===== config.mk =====
export PLATFORM = sky130hd
export DESIGN_NAME = piso_shifter
export DESIGN_NICKNAME = d
export VERILOG_FILES = /design/src/rtl/piso_shifter.sv
export SDC_FILE = /design/constraint.sdc
export NUM_CORES = 1
export LEC_CHECK = 0
export BUFFER_PORTS_ARGS = -buffer_cell sky130_fd_sc_hd__buf_2
export CAP_MARGIN = 20
export CORE_MARGIN = 2
export CORE_UTILIZATION = 40
export CTS_BUF_LIST = sky130_fd_sc_hd__clkbuf_16
export DETAILED_ROUTE_END_ITERATION = 10
export GPL_TIMING_DRIVEN = 0
export PLACE_DENSITY = 0.7
export SLEW_MARGIN = 10
export SYNTH_ARGS = -nofsm -noshare
export SYNTH_HDL_FRONTEND = slang
export SYNTH_SLANG_ARGS = --single-unit

===== constraint.sdc =====
create_clock -name clk -period 3 [get_ports clk]
set_input_delay 0.15 -clock clk [delete_from_list [all_inputs] [get_ports clk]]
set_output_delay 0.15 -clock clk [all_outputs]
set_load 0.005 [all_outputs]

===== src/rtl/piso_shifter.sv =====
// piso_shifter: parallel-in / serial-out shifter with a one-entry shadow buffer.
//
// A word is accepted on rd_en & read_ready. It goes into the shifter when the
// shifter is idle, or when the shifter is presenting its eof beat and the
// shadow is empty. Otherwise it waits in the shadow. The shifter then emits it
// LANES bits per cycle over WIDTH/LANES beats. While rd_en is held high,
// consecutive words follow each other with no idle cycle between them.
//
// Optional feature (macro PISO_PARITY_EN): appends one even-parity beat per
// word. On lane k this beat carries the XOR of every bit sent on lane k for that
// word, and eof moves from the last data beat to the parity beat.
//
// Ports:
//   clk        rising-edge clock
//   rst        asynchronous active-high reset
//   rd_en      load request
//   data_in    parallel word, sampled on accept
//   flush      synchronous discard of shifter and shadow contents
//   data_out   serial beat, LANES bits wide
//   data_valid data_out carries a beat
//   read_ready shadow buffer empty (a word can be accepted)
//   sof / eof  first / last beat of a word
//   word_cnt   count of completed words, wraps at 2^CNT_W
//
// State table:
//   ST_IDLE  | shifter empty, outputs idle
//   ST_SHIFT | shifter presenting a beat of the active word
module piso_shifter #(
  parameter int WIDTH     = 32,
  parameter int LANES     = 1,
  parameter bit MSB_FIRST = 1'b0,
  parameter int CNT_W     = 16
) (
  input  logic             clk,
  input  logic             rst,
  input  logic             rd_en,
  input  logic [WIDTH-1:0] data_in,
  input  logic             flush,
  output logic [LANES-1:0] data_out,
  output logic             data_valid,
  output logic             read_ready,
  output logic             sof,
  output logic             eof,
  output logic [CNT_W-1:0] word_cnt
);

  localparam int BEATS = WIDTH / LANES;
`ifdef PISO_PARITY_EN
  localparam int LAST = BEATS;
`else
  localparam int LAST = BEATS - 1;
`endif
  localparam int RW = (LAST > 0) ? $clog2(LAST + 1) : 1;

  if (WIDTH % LANES != 0) begin : g_bad_lanes
    $error("piso_shifter: WIDTH must be a multiple of LANES");
  end

  typedef enum logic {ST_IDLE, ST_SHIFT} state_e;

  state_e           state_q, state_d;
  logic [WIDTH-1:0] sh_q, sh_d;
  logic [RW-1:0]    rem_q, rem_d;
  logic [WIDTH-1:0] shadow_q, shadow_d;
  logic             shadow_full_q, shadow_full_d;
  logic [LANES-1:0] dout_q, dout_d;
  logic             valid_q, valid_d;
  logic             sof_q, sof_d;
  logic             eof_q, eof_d;
  logic             rdy_q, rdy_d;
  logic [CNT_W-1:0] cnt_q, cnt_d;
`ifdef PISO_PARITY_EN
  logic [LANES-1:0] par_q, par_d;
`endif

  logic             accept;
  logic             shifter_free;
  logic             do_load;
  logic [WIDTH-1:0] load_w;
  logic [WIDTH-1:0] lw;

  // Reorders the word so the shifter always emits from bit 0 upward.
  function automatic logic [WIDTH-1:0] orient(input logic [WIDTH-1:0] w);
    logic [WIDTH-1:0] r;
    for (int i = 0; i < WIDTH; i++) begin
      r[i] = MSB_FIRST ? w[WIDTH-1-i] : w[i];
    end
    return r;
  endfunction

  always_comb begin
    state_d       = state_q;
    sh_d          = sh_q;
    rem_d         = rem_q;
    shadow_d      = shadow_q;
    shadow_full_d = shadow_full_q;
    cnt_d         = cnt_q;
    dout_d        = '0;
    valid_d       = 1'b0;
    sof_d         = 1'b0;
    eof_d         = 1'b0;
    do_load       = 1'b0;
    load_w        = '0;
    lw            = '0;
`ifdef PISO_PARITY_EN
    par_d         = par_q;
`endif
    accept        = rd_en & rdy_q;
    // The shifter can take a new word directly once its eof beat is on the
    // output, provided nothing is already queued in the shadow.
    shifter_free  = (state_q == ST_IDLE) | (eof_q & ~shadow_full_q);

    if (flush) begin
      state_d       = ST_IDLE;
      shadow_full_d = 1'b0;
    end else begin
      if (eof_q) cnt_d = cnt_q + CNT_W'(1);

      if ((state_q == ST_SHIFT) && !eof_q) begin
        rem_d   = rem_q - RW'(1);
        eof_d   = (rem_q == RW'(1));
        valid_d = 1'b1;
`ifdef PISO_PARITY_EN
        if (rem_q == RW'(1)) begin
          dout_d = par_q;
        end else begin
          dout_d = sh_q[LANES-1:0];
          par_d  = par_q ^ sh_q[LANES-1:0];
          sh_d   = sh_q >> LANES;
        end
`else
        dout_d = sh_q[LANES-1:0];
        sh_d   = sh_q >> LANES;
`endif
      end else if (eof_q && shadow_full_q) begin
        do_load       = 1'b1;
        load_w        = shadow_q;
        shadow_full_d = 1'b0;
      end else if (accept) begin
        do_load = 1'b1;
        load_w  = data_in;
      end else begin
        state_d = ST_IDLE;
      end

      if (accept && !shifter_free) begin
        shadow_d      = data_in;
        shadow_full_d = 1'b1;
      end

      if (do_load) begin
        lw      = orient(load_w);
        state_d = ST_SHIFT;
        dout_d  = lw[LANES-1:0];
        sh_d    = lw >> LANES;
        rem_d   = RW'(LAST);
        valid_d = 1'b1;
        sof_d   = 1'b1;
        eof_d   = (LAST == 0);
`ifdef PISO_PARITY_EN
        par_d   = lw[LANES-1:0];
`endif
      end
    end

    rdy_d = ~shadow_full_d;
  end

  always_ff @(posedge clk or posedge rst) begin
    if (rst) begin
      state_q       <= ST_IDLE;
      sh_q          <= '0;
      rem_q         <= '0;
      shadow_q      <= '0;
      shadow_full_q <= 1'b0;
      dout_q        <= '0;
      valid_q       <= 1'b0;
      sof_q         <= 1'b0;
      eof_q         <= 1'b0;
      rdy_q         <= 1'b1;
      cnt_q         <= '0;
`ifdef PISO_PARITY_EN
      par_q         <= '0;
`endif
    end else begin
      state_q       <= state_d;
      sh_q          <= sh_d;
      rem_q         <= rem_d;
      shadow_q      <= shadow_d;
      shadow_full_q <= shadow_full_d;
      dout_q        <= dout_d;
      valid_q       <= valid_d;
      sof_q         <= sof_d;
      eof_q         <= eof_d;
      rdy_q         <= rdy_d;
      cnt_q         <= cnt_d;
`ifdef PISO_PARITY_EN
      par_q         <= par_d;
`endif
    end
  end

  assign data_out   = dout_q;
  assign data_valid = valid_q;
  assign sof        = sof_q;
  assign eof        = eof_q;
  assign read_ready = rdy_q;
  assign word_cnt   = cnt_q;

endmodule


======== Yosys cells after proc, flatten, opt, wreduce, memory -nomap -nowiden ========
Index checks and enable logic that the tools add are counted.
operators by class
  equality and inequality tests ........... 4
  add/subtract/negate cells ............... 2
  reductions and logical operators ........ 10
  bitwise operators ....................... 7
  muxes and demuxes ....................... 31
operator list
  operator                                                               number
  32-bit two-way mux                                                     5
  1-bit two-way mux                                                      24
  16-bit by 1-bit adder with 16-bit output, second input constant        1
  5-bit two-way mux                                                      2
  3-bit by 2-bit != test with 1-bit output, second input constant        3
  2-bit AND reduction                                                    3
  5-bit by 1-bit equality test with 1-bit output, second input constant  1
  5-bit by 1-bit subtractor with 5-bit output, second input constant     1
  1-bit NOT                                                              4
  1-bit logical AND                                                      3
  3-bit AND reduction                                                    1
  1-bit bitwise AND                                                      2
  1-bit zero test                                                        2
  2-bit nonzero test                                                     1
  1-bit bitwise OR                                                       1
word-level totals
  logic and storage cells ................. 65
  input port bits ......................... 36
  register bits ........................... 92
  output and inout bits ................... 21

======== Logic depth before layout (Yosys ltp) ========
Gate-level depths: netlist of the first run.
  word-level depth ........................ 8
  depth in mapped cells ................... 7

======== Least setup slack after synthesis of the first run ========
No wires, ideal clock.
  path type ............................... reg-to-reg
  start point ............................. register rdy_q, in the netlist read_ready
  end point ............................... register shadow_q[0]
  arrival time ............................ 1,607 ps
  path slack .............................. 1,269 ps
  buffers on the path ..................... 1
  setup time .............................. 125 ps
  clock period less this slack ............ 1,731 ps
  data required time ...................... 2,875 ps
  stages on the path, launching flop included .. 5
  cells stage by stage .................... dfstp_2 -> nand2_1 -> nor4b_4 -> buf_6 -> mux2_2
on the way
  cells in the longest elaborated chain, start to end .. 3
ends and longest elaborated chain
  element                               line  source
  start, declared                       70    logic rdy_q, rdy_d;
  start signal, assigned                195   rdy_q <= rdy_d;
  1-bit bitwise AND                     108   accept = rd_en & rdy_q;
  1-bit logical AND                     146   if (accept && !shifter_free) begin
  2-bit AND reduction (no source line)  n/a
  end signal, assigned                  189   shadow_q <= shadow_d;
  end, declared                         64    logic [WIDTH-1:0] shadow_q, shadow_d;
Every way passes these cells.
A chain may end at the register's enable or synchronous reset.

======== Final worst setup path of the first run ========
  start point ............................. register rdy_q, in the netlist read_ready
  end point ............................... register shadow_q[20]
Same word-level chain as after synthesis.

==> results of run 1 <==
metal layers:
| metal | track usage [%] | up-vias | routed length, um | part of all wire (%) |
|---|---|---|---|---|
| li1 | - | 1386 | - | - |
| met1 | 21.1 | 1433 | 3860 | 45 |
| met2 | 25.7 | 58 | 4170 | 49 |
| met3 | 3.83 | 15 | 319 | 3.7 |
| met4 | 6.86 | 0 | 181 | 2.1 |
| met5 | 0 | - | 0 | 0 |
flip-flops by register name (all words and copies together), names as in the netlist:
| register | cells |
|---|---|
| sof | 1 |
| data_valid | 1 |
| eof | 1 |
| read_ready | 1 |
| sh_q | 31 |
| shadow_full_q | 1 |
| data_out | 1 |
| word_cnt | 16 |
| shadow_q | 32 |
| rem_q | 5 |
| state_q | 1 |
report_power, final:
part	internal (W)	switching, W
logic	0.000231	0.000207
registers	0.00146	0.000131
clock network	0.000633	0.000451
through the flow:
step	total power [W]	util (%)	instance area, um2	TNS, ps
2_1_floorplan	0.00191	-	4140	0
3_3_place_gp	0.00201	45.0	4590	-46970
3_5_place_dp	0.00206	45.3	4620	0
4_1_cts	0.00314	48.2	4910	0
5_1_grt	0.00329	48.2	4910	0
6_report	0.00312	48.2	4910	0
logic make-up after synthesis:
group / Yosys count / synth area share [%]
flops: 91 / 55.0
simple gates: 74 / 9.00
compound gates: 73 / 10.7
mux: 64 / 17.4
buf+inv: 29 / 3.78
xor+xnor: 15 / 3.17
fa+ha+maj: 3 / 0.906
layout by cell type (no fill, tap or decap), types with 2 or more instances in the layout:
cell and instances:
o22ai_1 31, ha_1 3, clkinv_1 2, nand4_1 2, nand3_1 5, a21oi_1 2
clkbuf_1 7, mux2_2 64, nor2_1 7, xor2_1 4, and3_1 7, clkbuf_16 9
dfrtp_1 90, buf_6 4, xnor2_1 11, nand2_1 41, clkinvlp_4 2, o21ai_0 32
nor3_1 2, inv_1 5, buf_2 65
cell type report:
| class | count | area, um2 |
|---|---|---|
| multi-input combinational | 229 | 1710 |
| inverter | 6 | 25.0 |
| clock buffer | 9 | 225 |
| tap | 136 | 170 |
| clock inverter | 6 | 57.6 |
| sequential | 91 | 2280 |
| timing repair buffer | 57 | 313 |
| buffer | 23 | 134 |
| fill | 940 | 5280 |
worst max path at each step:
stage	startpoint	depth (start not counted)	end	slack, ps
5_1_grt	read_ready	4	shadow_q[20]	970
2_1_floorplan	rst	1	data_out	490
6_report	read_ready	4	shadow_q[20]	1020
4_1_cts	read_ready	4	shadow_q[0]	1020
3_5_place_dp	read_ready	4	shadow_q[20]	1040
3_3_place_gp	rst	2	shadow_full_q	-530
what timing repair did:
| item | CTS | global route |
|---|---|---|
| hold buffers | 1 | 0 |
| setup buffers | 0 | 0 |
| hold endpoints to repair | 32 | 0 |
==> metrics, run 1 <==
FF+latch count, synth 91; Critical Path End Type flop; Worst-Skew Late Latency roughly 330 ps; sequential share of the synthesized area a little under three fifths; mapped cell area 4140 um2; clock-pin slew on the worst setup and hold paths approximately 60 ps; All-Layer GR Usage 16.1%; DRT antenna net count 0; Slowest-stage cell, CP nor4b_4; pwr dens approximately 630 nW/um2; placed cells 541; ratio of cells with drive above 1 in the final layout a little under two fifths; Leak 2.27 nW; worst endpoint required time about 3200 ps; fin crit share 66.0%; I/O pin cnt 57; Final min period between 1500 and 2000 ps; placer congestion estimate 0.735; Layout Nets roughly 460; WHS between 50 and 60 ps; root buffer cell clkbuf_16; hold depth 2; total CTS buffers 9; initial core utilization 40.7%; Die ar. approximately 11,000 um2; Worst Path Buf+Inv 1; most frequent cells after synthesis dfrtp_1 (90), mux2_2 (64), nand2_1 (41); hold-critical path endpoint shadow_q[4]; routed length per instance approximately 15 um; number of flops mapped to enable cells by yosys 0; R2R Setup Slk just over 1000 ps; WS Path Type reg2reg; worst r2r path cells 4; CP peak stage delay 590 ps; most frequent cell after synthesis dfrtp_1; DRC 0; critical-path cell list nand2_1, nor4b_4, buf_6, mux2_2; yosys warns 0; Setup WS post-layout ~1000 ps; max_cap viols 0; Clock Sinks 91; worst clock skew between 5 and 6 ps; Post-Syn Nets about 390; DRT iter0 DRCs ~140; area grow syn2layout 18.5%; Post-synth ARST share 100%; first-pass GRT wire length ~14,000 um; TritonCTS clock tree done; final non-filler cell total about 560; ANT cells 0; pin count of the biggest net entering global routing 60; via count slightly below 3,000; initial antenna violation count 0; Via density approximately 5.2; worst-path maximum fanout 10; Detailed Routing Iterations Pass 1 4; Mapped Cells between 300 and 400; total congestion overflow 0; DP HPWL between 5000 and 6000 um; fmax about 0.51 GHz; Reg2Reg Capture Point shadow_q[20]; cell family with most CP delay simple AND/OR/NAND/NOR gates; vias in the first global route 2,898; Setup Viol. Count Final 0; Final Max Tran Viols 0; Tightest Pin Transition 596 ps; drt total wl ~8500 um; unique cell type count in the Yosys netlist 39; Die Ht 106 um; die span in x 106 um; pre-CTS WS 1040 ps; kind of start point of the critical path flop; top-area cell type share of the netlist area 54.4%; Slew HR 60.1%; prevailing post-synth register cell dfrtp_1; I/O Buffers between 50 and 60; Synth area leaders dfrtp_1 (54%), mux2_2 (17%), o22ai_1 (4.7%); PostCTS Resize Cnt 0; RSZ-0062 raised after global routing false; Arr. time, crit path 2200 ps; FP Rows 37; status completed; final hold vios 0; Avg Cell Area, Syn ~12 um2; VDD IR max roughly 0.00025 V; Hold Startpoint data_in[4]; min-delay worst type in2reg; H-Tree Depth 3; clock buffer depth 2; Core Box Area between 10,000 and 15,000 um2; largest area contributor in the netlist dfrtp_1; Reg2Reg Launch Point read_ready
Note: power is estimated with default switching activity, not from simulation.
==> run 2: changes to the inputs <==
ABC_AREA = 1   (was not set)
clock period = 1.89 ns   (was 3 ns; I/O delays follow)
==> run 2 against run 1 <==
Die area rose by 6.1%; final cell count grew 35%; combinational power grew 95%; register-to-register slack worse by 720 ps; sequential share of layout area is 3.1 points lower; global-route usage increased by 2.1 points; maximum frequency up 24%; non-clock buffer count rose by 7; worst setup slack worse by 720 ps; critical path type unchanged; critical endpoint is now shadow_q[0]; largest power group unchanged.
==> metrics, run 2 <==
total congestion overflow 0 (unchanged); drt total wl 9620 um (was 8530 um); DRC 0 (unchanged); DRT iter0 DRCs 169 (was 136); CP peak stage delay 550 ps (was 590 ps); worst endpoint required time 2140 ps (was 3220 ps); worst clock skew 9.32 ps (was 5.21 ps); top-area cell type share of the netlist area 51.1% (was 54.4%); fmax 0.628 GHz (was 0.505 GHz); Setup Viol. Count Final 0 (unchanged); prevailing post-synth register cell dfrtp_1 (unchanged); initial antenna violation count 0 (unchanged); Layout Nets 645 (was 456); Die Ht 109 um (was 106 um); yosys warns 0 (unchanged); Via density 4.85 (was 5.19); Post-CTS Setup Inserts 0 (unchanged); Critical Path End Type flop (unchanged); DP HPWL 6890 um (was 5940 um); initial core utilization 40.8% (was 40.7%); clock buffer depth 2 (unchanged); DRT antenna net count 0 (unchanged); VDD IR max 0.000539 V (was 0.000249 V); FP Rows 38 (was 37); Slew HR 68.7% (was 60.1%); H-Tree Depth 3 (unchanged); Post-synth ARST share 100% (unchanged); All-Layer GR Usage 18.2% (was 16.1%); kind of start point of the critical path flop (unchanged); area grow syn2layout 19.5% (was 18.5%); Final min period 1590 ps (was 1980 ps); final hold vios 0 (unchanged); ratio of cells with drive above 1 in the final layout 17.7% (was 36.8%); Die ar. 11,900 um2 (was 11,200 um2); Tightest Pin Transition 470 ps (was 596 ps); clock share of power 35.3% (was 34.8%); cell internal pwr 0.00388 W (was 0.00233 W); commonest cells after routing, fill and taps aside nand2_1 (133), dfrtp_1 (90), buf_2 (67) (was dfrtp_1 (90), buf_2 (65), mux2_2 (64)); CP Launch Point read_ready (unchanged); worst-path maximum fanout 10 (unchanged); total CTS buffers 9 (unchanged); clock-pin slew on the worst setup and hold paths 60 ps (about the same); fin crit share 84.2% (was 66.0%); WS Path Type reg2reg (unchanged); min-delay worst type in2reg (unchanged); Worst-Skew Late Latency 340 ps (was 330 ps); FF+latch count, synth 91 (unchanged); via count 3,642 (was 2,892); TritonCTS clock tree done (unchanged); sequential share of power 48.7% (was 51.2%); unique cell type count in the Yosys netlist 31 (was 39); Mapped Cells 534 (was 349); Arr. time, crit path 1840 ps (was 2200 ps); Reg2Reg Launch Point read_ready (unchanged); fin area 5260 um2 (was 4910 um2); sw frac 27.5% (was 25.3%); vias in the first global route 3,627 (was 2,898); Psw 0.00147 W (was 0.000789 W); Avg Cell Area, Syn 8.25 um2 (was 11.9 um2); max reg flops 32 (unchanged); Detailed Routing Iterations Pass 1 4 (unchanged); Slowest-stage cell, CP dfstp_2 (was nor4b_4); root buffer cell clkbuf_16 (unchanged); placed cell area 4930 um2 (was 4620 um2); largest area contributor in the netlist dfrtp_1 (unchanged); Synth area leaders dfrtp_1 (51%), nand2_1 (11%), o21ai_0 (6.6%) (was dfrtp_1 (54%), mux2_2 (17%), o22ai_1 (4.7%)); RSZ-0062 raised after global routing false (unchanged); most frequent cells after synthesis nand2_1 (133), dfrtp_1 (90), inv_1 (59) (was dfrtp_1 (90), mux2_2 (64), nand2_1 (41)); pwr dens 1020 nW/um2 (was 635 nW/um2); mapped cell area 4400 um2 (was 4140 um2); Leak 2.69 nW (was 2.27 nW); Post-Syn Nets 573 (was 388); Core Box Area 10,800 um2 (was 10,200 um2); first-pass GRT wire length 16,800 um (was 14,200 um); routed length per instance 12.8 um (was 15.3 um); I/O pin cnt 57 (unchanged); placer congestion estimate 0.784 (was 0.735); critical-path cell list nand2_1, nor3_1, o21ai_1, buf_4, buf_2, o21ai_0 (was nand2_1, nor4b_4, buf_6, mux2_2); most frequent cell after synthesis nand2_1 (was dfrtp_1); die span in x 109 um (was 106 um); setup tns final 0 ps (unchanged); sequential share of the synthesized area 51.7% (was 55.0%); pre-CTS WS 307 ps (was 1040 ps); Hold Startpoint data_in[20] (was data_in[4]); Top reg by flops shadow_q (unchanged); leading cell type in the layout, fill and taps excluded nand2_1 (was dfrtp_1); number of flops mapped to enable cells by yosys 0 (unchanged); Final Max Tran Viols 0 (unchanged); status completed (unchanged); I/O Buffers 56 (was 55); ANT cells 0 (unchanged); Clock Sinks 91 (unchanged); max_cap viols 0 (unchanged); Logic pwr share 16.0% (was 14.1%); pin count of the biggest net entering global routing 31 (was 60); Setup WS post-layout 298 ps (was 1020 ps)
-- run 2: changes by cell type in the layout (fill, tap and decap cells not counted), sizes merged, moves of 4 or more --
cell   before  now
nand2      41  139
o21ai      33   98
mux2       64    0
inv         6   61
a21oi       2   32
o22ai      31    1
or2         0   29
nor2        7   20
and3        7    0
nand3       5   12
buf        71   77
xnor2      11    5
nand4       2    6
-- run 2: final timing paths --
| path | endpoint | slack (ps) | depth (start not counted) |
|---|---|---|---|
| max reg2reg | shadow_q[0] | 300 | 6 |
| min reg2reg | shadow_q[6] | 480 | 2 |
| min | shadow_q[20] | 10 | 3 |
| max in group asynchronous | sh_q[22] | 870 | 5 |
| max | shadow_q[0] | 300 | 6 |
| min in group asynchronous | shadow_q[2] | 320 | 3 |
-- run 2: cells by family (layout without fill, tap and decap cells) --
| kind of cell | Yosys count | after routing | share of synthesized area [%] |
|---|---|---|---|
| buffers and inverters | 87 | 164 | 8.75 |
| adders and majority gates | 3 | 3 | 0.852 |
| DFF | 91 | 91 | 51.7 |
| AOI/OAI and AO/OA | 133 | 133 | 15.4 |
| xor gates and xnor gates | 10 | 10 | 1.99 |
| and+or+nand+nor | 210 | 210 | 21.3 |
-- run 2: critical path: cells and delay by family (launching register included) --
kind / cells / cell delay [ps]
AOI/OAI and AO/OA: 2 / 310
and+or+nand+nor: 2 / 250
DFF: 1 / 550
buffers and inverters: 2 / 380
-- run 2: per-layer routing --
metal	wire, um	up-vias	track usage [%]
li1	-	1840	-
met1	4550	1717	24.1
met2	4540	70	29.2
met3	301	15	2.51
met4	230	0	9.34
met5	0	-	0
-- run 2: stage by stage --
stage                     cells  power (W)  utilization (%)  hold slack [ps]
after floorplan             534    0.00320                -              166
after global placement      730    0.00341             45.1              332
after detailed placement    733    0.00348             45.7              142
after CTS                   751    0.00539             48.7             5.45
after global routing        751    0.00569             48.7             24.8
final                       751    0.00535             48.7             11.2
-- run 2: power groups by stage --
stage / Clock (W) / Sequential, W / Combinational [W]
4_1_cts: 0.00192 / 0.00260 / 0.000867
5_1_grt: 0.00202 / 0.00266 / 0.00101
3_5_place_dp: 0 / 0.00263 / 0.000857
6_report: 0.00189 / 0.00260 / 0.000854
3_3_place_gp: 0 / 0.00261 / 0.000802
2_1_floorplan: 0 / 0.00257 / 0.000632
-- run 2: area by class of cell --
class	instances	area, um2
Fill cell	1030	5530
Sequential cell	91	2280
Multi-Input combinational cell	356	1740
Timing Repair Buffer	61	368
Inverter	61	233
Clock buffer	9	225
Tap cell	140	175
Buffer	26	156
Clock inverter	7	85.1
-- run 2: timing repair --
action / CTS / global route
hold buffers: 2 / 0
setup endpoints to repair: 0 / 0
hold endpoints to repair: 18 / 0
resized for setup: 0 / 0
